`src/rtl/cpu_ctrl_seq.sv`:
```
// -----------------------------------------------------------------------------
// cpu_ctrl_seq
// Instruction sequencer for the datapath ALU. Fetches 24-bit instructions,
// decodes them, drives the external combinational ALU and commits results
// to a 4x16 register file. Owns the PC, the zero flag, jump resolution and
// the data-memory request/ready handshake. Stops in HALTED until reset.
//
// Instruction word: [23:20] op, [19:18] rd, [17:16] rs, [15:0] imm
//
// Ports
//   clk, rst_n                 clock, asynchronous active-low reset
//   run                        start pulse, only looked at in IDLE
//   imem_req/addr/ready/rdata  instruction fetch handshake (addr = PC)
//   dmem_req/we/addr/wdata     data access request (addr = imm, wdata = R[rd])
//   dmem_ready/rdata           data access completion and load data
//   alu_opcode/operand0/1      ALU drive (opcode is 0 outside EXEC/MEM)
//   alu_result/alu_zero        combinational ALU response
//   halted                     high while in HALTED
//   pc                         current PC (debug)
// -----------------------------------------------------------------------------
module cpu_ctrl_seq #(
   parameter int              PC_W     = 8,
   parameter logic [PC_W-1:0] RESET_PC = '0
) (
   input  logic            clk,
   input  logic            rst_n,
   input  logic            run,
   output logic            imem_req,
   output logic [PC_W-1:0] imem_addr,
   input  logic            imem_ready,
   input  logic [23:0]     imem_rdata,
   output logic            dmem_req,
   output logic            dmem_we,
   output logic [15:0]     dmem_addr,
   output logic [15:0]     dmem_wdata,
   input  logic            dmem_ready,
   input  logic [15:0]     dmem_rdata,
   output logic [3:0]      alu_opcode,
   output logic [15:0]     alu_operand0,
   output logic [15:0]     alu_operand1,
   input  logic [15:0]     alu_result,
   input  logic            alu_zero,
   output logic            halted,
   output logic [PC_W-1:0] pc
);

   typedef enum logic [2:0] {
      S_IDLE,
      S_FETCH,
      S_EXEC,
      S_MEM,
      S_HALTED
   } state_t;

   localparam logic [3:0] OP_JMP   = 4'd11;
   localparam logic [3:0] OP_JMPZ  = 4'd12;
   localparam logic [3:0] OP_STORE = 4'd13;
   localparam logic [3:0] OP_LOAD  = 4'd14;
   localparam logic [3:0] OP_HALT  = 4'd15;

   state_t            state, state_nxt;
   logic [PC_W-1:0]   pc_q, pc_nxt, pc_inc;
   logic [3:0][15:0]  rf_q;
   logic [23:0]       instr_q;
   logic              z_q, z_nxt;
   logic              instr_ld;
   logic              wb_en;

   // decoded fields of the latched instruction
   logic [3:0]        op;
   logic [1:0]        rd;
   logic [1:0]        rs;
   logic [15:0]       imm;
   logic              alu_wb_op;   // ALU ops that write R[rd] and Z in EXEC
   logic              rs_op;       // ALU ops whose second operand is R[rs]
   logic              imm_op;      // ops whose second operand is imm

   assign op  = instr_q[23:20];
   assign rd  = instr_q[19:18];
   assign rs  = instr_q[17:16];
   assign imm = instr_q[15:0];

   // PC+1 wraps naturally at PC_W bits
   assign pc_inc = pc_q + PC_W'(1);

   always_comb begin
      rs_op     = 1'b0;
      imm_op    = 1'b0;
      alu_wb_op = 1'b0;
      case (op)
         4'd1, 4'd2, 4'd3, 4'd4, 4'd6, 4'd7, 4'd8: begin
            rs_op     = 1'b1;
            alu_wb_op = 1'b1;
         end
         4'd10: begin
            imm_op    = 1'b1;
            alu_wb_op = 1'b1;
         end
         4'd11, 4'd12, 4'd13: begin
            imm_op    = 1'b1;
         end
         default: ;
      endcase
   end

   // -------------------------------------------------------------------------
   // State register
   // -------------------------------------------------------------------------
   always_ff @(posedge clk or negedge rst_n) begin
      if (!rst_n) begin
         state <= S_IDLE;
      end else begin
         state <= state_nxt;
      end
   end

   // -------------------------------------------------------------------------
   // Next state, control strobes and architectural updates
   // -------------------------------------------------------------------------
   always_comb begin
      state_nxt  = state;
      pc_nxt     = pc_q;
      z_nxt      = z_q;
      instr_ld   = 1'b0;
      wb_en      = 1'b0;
      imem_req   = 1'b0;
      dmem_req   = 1'b0;
      dmem_we    = 1'b0;
      halted     = 1'b0;
      alu_opcode = 4'd0;

      case (state)
         S_IDLE: begin
            if (run) begin
               state_nxt = S_FETCH;
            end
         end

         S_FETCH: begin
            imem_req = 1'b1;
            if (imem_ready) begin
               instr_ld  = 1'b1;
               state_nxt = S_EXEC;
            end
         end

         S_EXEC: begin
            alu_opcode = op;
            state_nxt  = S_FETCH;
            if (op == OP_HALT) begin
               state_nxt = S_HALTED;
            end else if (op == OP_STORE || op == OP_LOAD) begin
               state_nxt = S_MEM;
            end else if (op == OP_JMP) begin
               pc_nxt = imm[PC_W-1:0];
            end else if (op == OP_JMPZ) begin
               // decided on the registered flag, never on this cycle's alu_zero
               pc_nxt = z_q ? imm[PC_W-1:0] : pc_inc;
            end else begin
               pc_nxt = pc_inc;
               if (alu_wb_op) begin
                  wb_en = 1'b1;
                  z_nxt = alu_zero;
               end
            end
         end

         S_MEM: begin
            alu_opcode = op;
            dmem_req   = 1'b1;
            dmem_we    = (op == OP_STORE);
            if (dmem_ready) begin
               pc_nxt    = pc_inc;
               state_nxt = S_FETCH;
               if (op == OP_LOAD) begin
                  // the ALU passes dmem_rdata through on operand1
                  wb_en = 1'b1;
                  z_nxt = alu_zero;
               end
            end
         end

         S_HALTED: begin
            halted = 1'b1;
         end

         default: begin
            state_nxt = S_IDLE;
         end
      endcase
   end

   // -------------------------------------------------------------------------
   // PC, flag, instruction latch and register file
   // -------------------------------------------------------------------------
   always_ff @(posedge clk or negedge rst_n) begin
      if (!rst_n) begin
         pc_q    <= RESET_PC;
         z_q     <= 1'b0;
         instr_q <= '0;
         rf_q    <= '0;
      end else begin
         pc_q <= pc_nxt;
         z_q  <= z_nxt;
         if (instr_ld) begin
            instr_q <= imem_rdata;
         end
         if (wb_en) begin
            rf_q[rd] <= alu_result;
         end
      end
   end

   // -------------------------------------------------------------------------
   // Datapath drive (operands are read before the writeback edge, so rd==rs
   // sees the old value)
   // -------------------------------------------------------------------------
   always_comb begin
      alu_operand1 = 16'h0000;
      if (rs_op) begin
         alu_operand1 = rf_q[rs];
      end else if (imm_op) begin
         alu_operand1 = imm;
      end else if (op == OP_LOAD && state == S_MEM) begin
         alu_operand1 = dmem_rdata;
      end
   end

   assign alu_operand0 = rf_q[rd];
   assign imem_addr    = pc_q;
   assign dmem_addr    = imm;
   assign dmem_wdata   = rf_q[rd];
   assign pc           = pc_q;

endmodule

```
`config.mk`:
```
export PLATFORM = sky130hd
export DESIGN_NAME = cpu_ctrl_seq
export DESIGN_NICKNAME = d
export VERILOG_FILES = /design/src/rtl/cpu_ctrl_seq.sv
export SDC_FILE = /design/constraint.sdc
export NUM_CORES = 1
export LEC_CHECK = 0
export CORE_AREA = 5 5 129 131
export DETAILED_ROUTE_END_ITERATION = 12
export DIE_AREA = 0 0 134 136
export GPL_TIMING_DRIVEN = 0
export HOLD_SLACK_MARGIN = 0.15
export PLACE_DENSITY = 0.68
export SYNTH_ARGS = -nofsm -noshare
export SYNTH_HDL_FRONTEND = slang
export SYNTH_SLANG_ARGS = --single-unit
```
`constraint.sdc`:
```
create_clock -name clk -period 3.9 [get_ports clk]
set_clock_uncertainty 0.05 [all_clocks]
set_input_delay 0.78 -clock clk [delete_from_list [all_inputs] [get_ports clk]]
set_output_delay 0.78 -clock clk [all_outputs]
set_load 0.005 [all_outputs]
```
==> results.json <==
{
  "status": "completed",
  "dieArea_um2": 18200,
  "htreeDepth": 3,
  "crit_required_ps": 3070,
  "setup_ws_ps": 56.1,
  "drv_slew": 0,
  "end_kind": "primary output",
  "syn_to_final_growth_pct": 33.6,
  "initial_utilization": 0.387,
  "syn_inst": 601,
  "gp_congestion": 0.881,
  "fp.dieH_um": 136,
  "hpwl_um": 14600,
  "grt_pass1_vias": 5509,
  "core_um2": 15500,
  "critPathTopFamily": "buffers and inverters",
  "max_cap_viol_count": 0,
  "synth_area_um2": 5990,
  "hold_viol": 0,
  "finalSetupTns_ps": 0,
  "p_per_area_nw_per_um2": 951,
  "cts.sinks": 100,
  "clk_latency_ps": 350,
  "switchingPower_mw": 2.96,
  "yosysWarnings": 0,
  "nNetsFinal": 823,
  "via_per_inst": 5.79,
  "clkTransAtPathRegs_ps": 70,
  "synth.avg_cell_area_um2": 9.97,
  "grt_max_degree": 66,
  "period_minus_slack_ps": 3840,
  "drive_above_1_share": 0.201,
  "wl_per_cell_um": 21.0,
  "io_pins": 150,
  "clockBufferDepth": 2,
  "vdd_drop_max_uv": 370,
  "worst_pin_slew_ps": 763,
  "drtIter0Drc": 712,
  "min_path_type": "primary input to async pin",
  "setup-violations-final": 0,
  "clkPwrFrac": 0.111,
  "p_int_mw": 4.65,
  "port_buffers": 148,
  "tritoncts": "built",
  "detail-route-antenna-nets": 0,
  "finalPower_mw": 7.61,
  "post_cts_buffers": 0,
  "drt_wl_total_um": 20100,
  "rsz0062_at_grt": "no",
  "final_area_um2": 8010,
  "cts_root_buf": "clkbuf_16",
  "p_leak_nw": 3.35,
  "crit_buf_inv": 4,
  "grt_pass1_wl_um": 30800,
  "ys_seq_area_frac": 0.418,
  "antennaDiodeCount": 0,
  "synth_area_leader_cell": "dfrtp_1",
  "cp_max_fo": 10,
  "dr.pass1.iters": 6,
  "grtUsageTotal": 0.218,
  "grt_antenna_before_repair": 0,
  "async_flop_share": 1.00,
  "combPwrFrac": 0.624,
  "fmax_ghz": 0.260,
  "drc_errors": 0,
  "ys_ff_latch": 100,
  "crit_chain": "clkbuf_1 -> clkbuf_1 -> mux4_2 -> inv_1 -> o21ai_0 -> clkdlybuf4s50_1",
  "seq_power_share": 0.265,
  "min_period_over_period": 0.986,
  "placed_cell_area_um2": 7740,
  "max_slew_margin": 0.489,
  "grt_remaining_overflow": 0,
  "ys.flop_type": "dfrtp_1",
  "netlist_top_cells_area": "dfrtp_1 42%, mux4_2 12%, nand2_1 8.4%",
  "cpMostUsedCell": "clkbuf_1",
  "fp.dieW_um": 134,
  "synth_cell_types": 54,
  "synth_most_common_cell": "nand2_1",
  "rows": 46,
  "routed-via-count": 5539,
  "synth_top_cell_area_share": 0.418,
  "place_ws_ps": 491,
  "max_stage_delay_ps": 640,
  "switching_share": 0.389,
  "cts_made_buffers": 9,
  "synth_nets": 664,
  "critical-path-slowest-cell": "clkbuf_1",
  "synth_edf_count": 0,
  "synth.top_cells.by_count": "134 x nand2_1, 100 x dfrtp_1, 64 x o22ai_1",
  "worstSetupStartpointType": "flip-flop",
  "crit_type": "flip-flop to primary output",
  "worstPathArrival_ps": 3010
}
[worst reg2reg max path, delay by kind of cell, from the launching register on]
kind	cells	cell delay (ps)
buffers and inverters	2	870
AND/OR/NAND/NOR	3	860
flip-flops	1	440
AO/OA/AOI/OAI	1	80
[power groups by stage]
stage	logic [mW]	clock network (mW)	registers, mW
detailed placement	4.72	0	2.01
global placement	4.64	0	1.97
finish	4.75	0.847	2.01
global route	5.09	0.887	2.07
floorplan	2.64	0	1.85
CTS	4.75	0.850	2.00
[final timing paths]
path,startpoint,to,slack [ps],cells after the start
worst max-delay path,instr_q[17],alu_operand1[4],60,6
worst min register to register,z_q,z_q,460,1
worst max register to register,instr_q[19],rf_q[46],1430,6
max in group asynchronous,rst_n,rf_q[20],2760,2
worst min-delay path,rst_n,instr_q[15],340,1
min in group clk,z_q,z_q,460,1
[layout by cell type (no fill, tap or decap), drive strengths merged, types with 2 or more instances in the layout]
cell,count
o311ai,2
a22oi,16
o31ai,3
o22ai,64
buf,72
nand2b,3
a31oi,3
nand3b,3
and2,7
mux2i,8
inv,29
and3b,2
mux2,22
or2,3
a2bb2oi,4
mux4,32
nor2,4
a21oi,9
nor3,5
nand4,4
clkdlybuf4s50,147
nor2b,3
nand2,134
nand3,7
dfrtp,100
o211ai,2
nor3b,7
clkbuf,27
clkinv,4
o21ai,24
[repair_timing]
item,in CTS,in global routing
gates resized for setup,0,2
setup endpoints to repair,0,5
hold buffers,0,0
hold endpoints to repair,0,0
[layout make-up]
cell class              count  area [µm²]
flip-flops and latches    100        2500
well taps                 192         240
clock buffers              10         229
plain buffers              87         567
clock inverters             6        40.0
fillers                  1380        7480
multi-input cells         385        2820
inverters                  28         105
repair buffers            149        1510
[through the flow]
| step | cells | util | hold slack [ps] |
|---|---|---|---|
| after floorplan | 601 | - | 406 |
| after global placement | 941 | 0.498 | 443 |
| after detailed placement | 942 | 0.500 | 449 |
| after CTS | 958 | 0.517 | 356 |
| after global routing | 957 | 0.517 | 386 |
| final | 957 | 0.517 | 343 |
[state kept, by name, summed over array words and instances (netlist names)]
register / flops
state: 3
rf_q: 64
instr_q: 24
z_q: 1
imem_addr: 8
[cells by family (layout without fill, tap and decap cells)]
| kind of cell | Yosys count | in the layout | synth area share |
|---|---|---|---|
| mux | 62 | 62 | 0.175 |
| fa+ha+maj | 1 | 1 | 0.00209 |
| flops | 100 | 100 | 0.418 |
| simple gates | 186 | 186 | 0.143 |
| xor+xnor | 2 | 2 | 0.00292 |
| compound gates | 134 | 134 | 0.146 |
| buf+inv | 116 | 280 | 0.113 |
[routing by layer]
metal | up-vias | wire length [µm] | track usage
met2 | 383 | 9560 | 0.356
met4 | 0 | 495 | 0.0863
met5 | - | 0 | 0
met1 | 2667 | 7980 | 0.287
li1 | 2435 | - | -
met3 | 54 | 2060 | 0.0407
(Power assumes the default switching activity.)
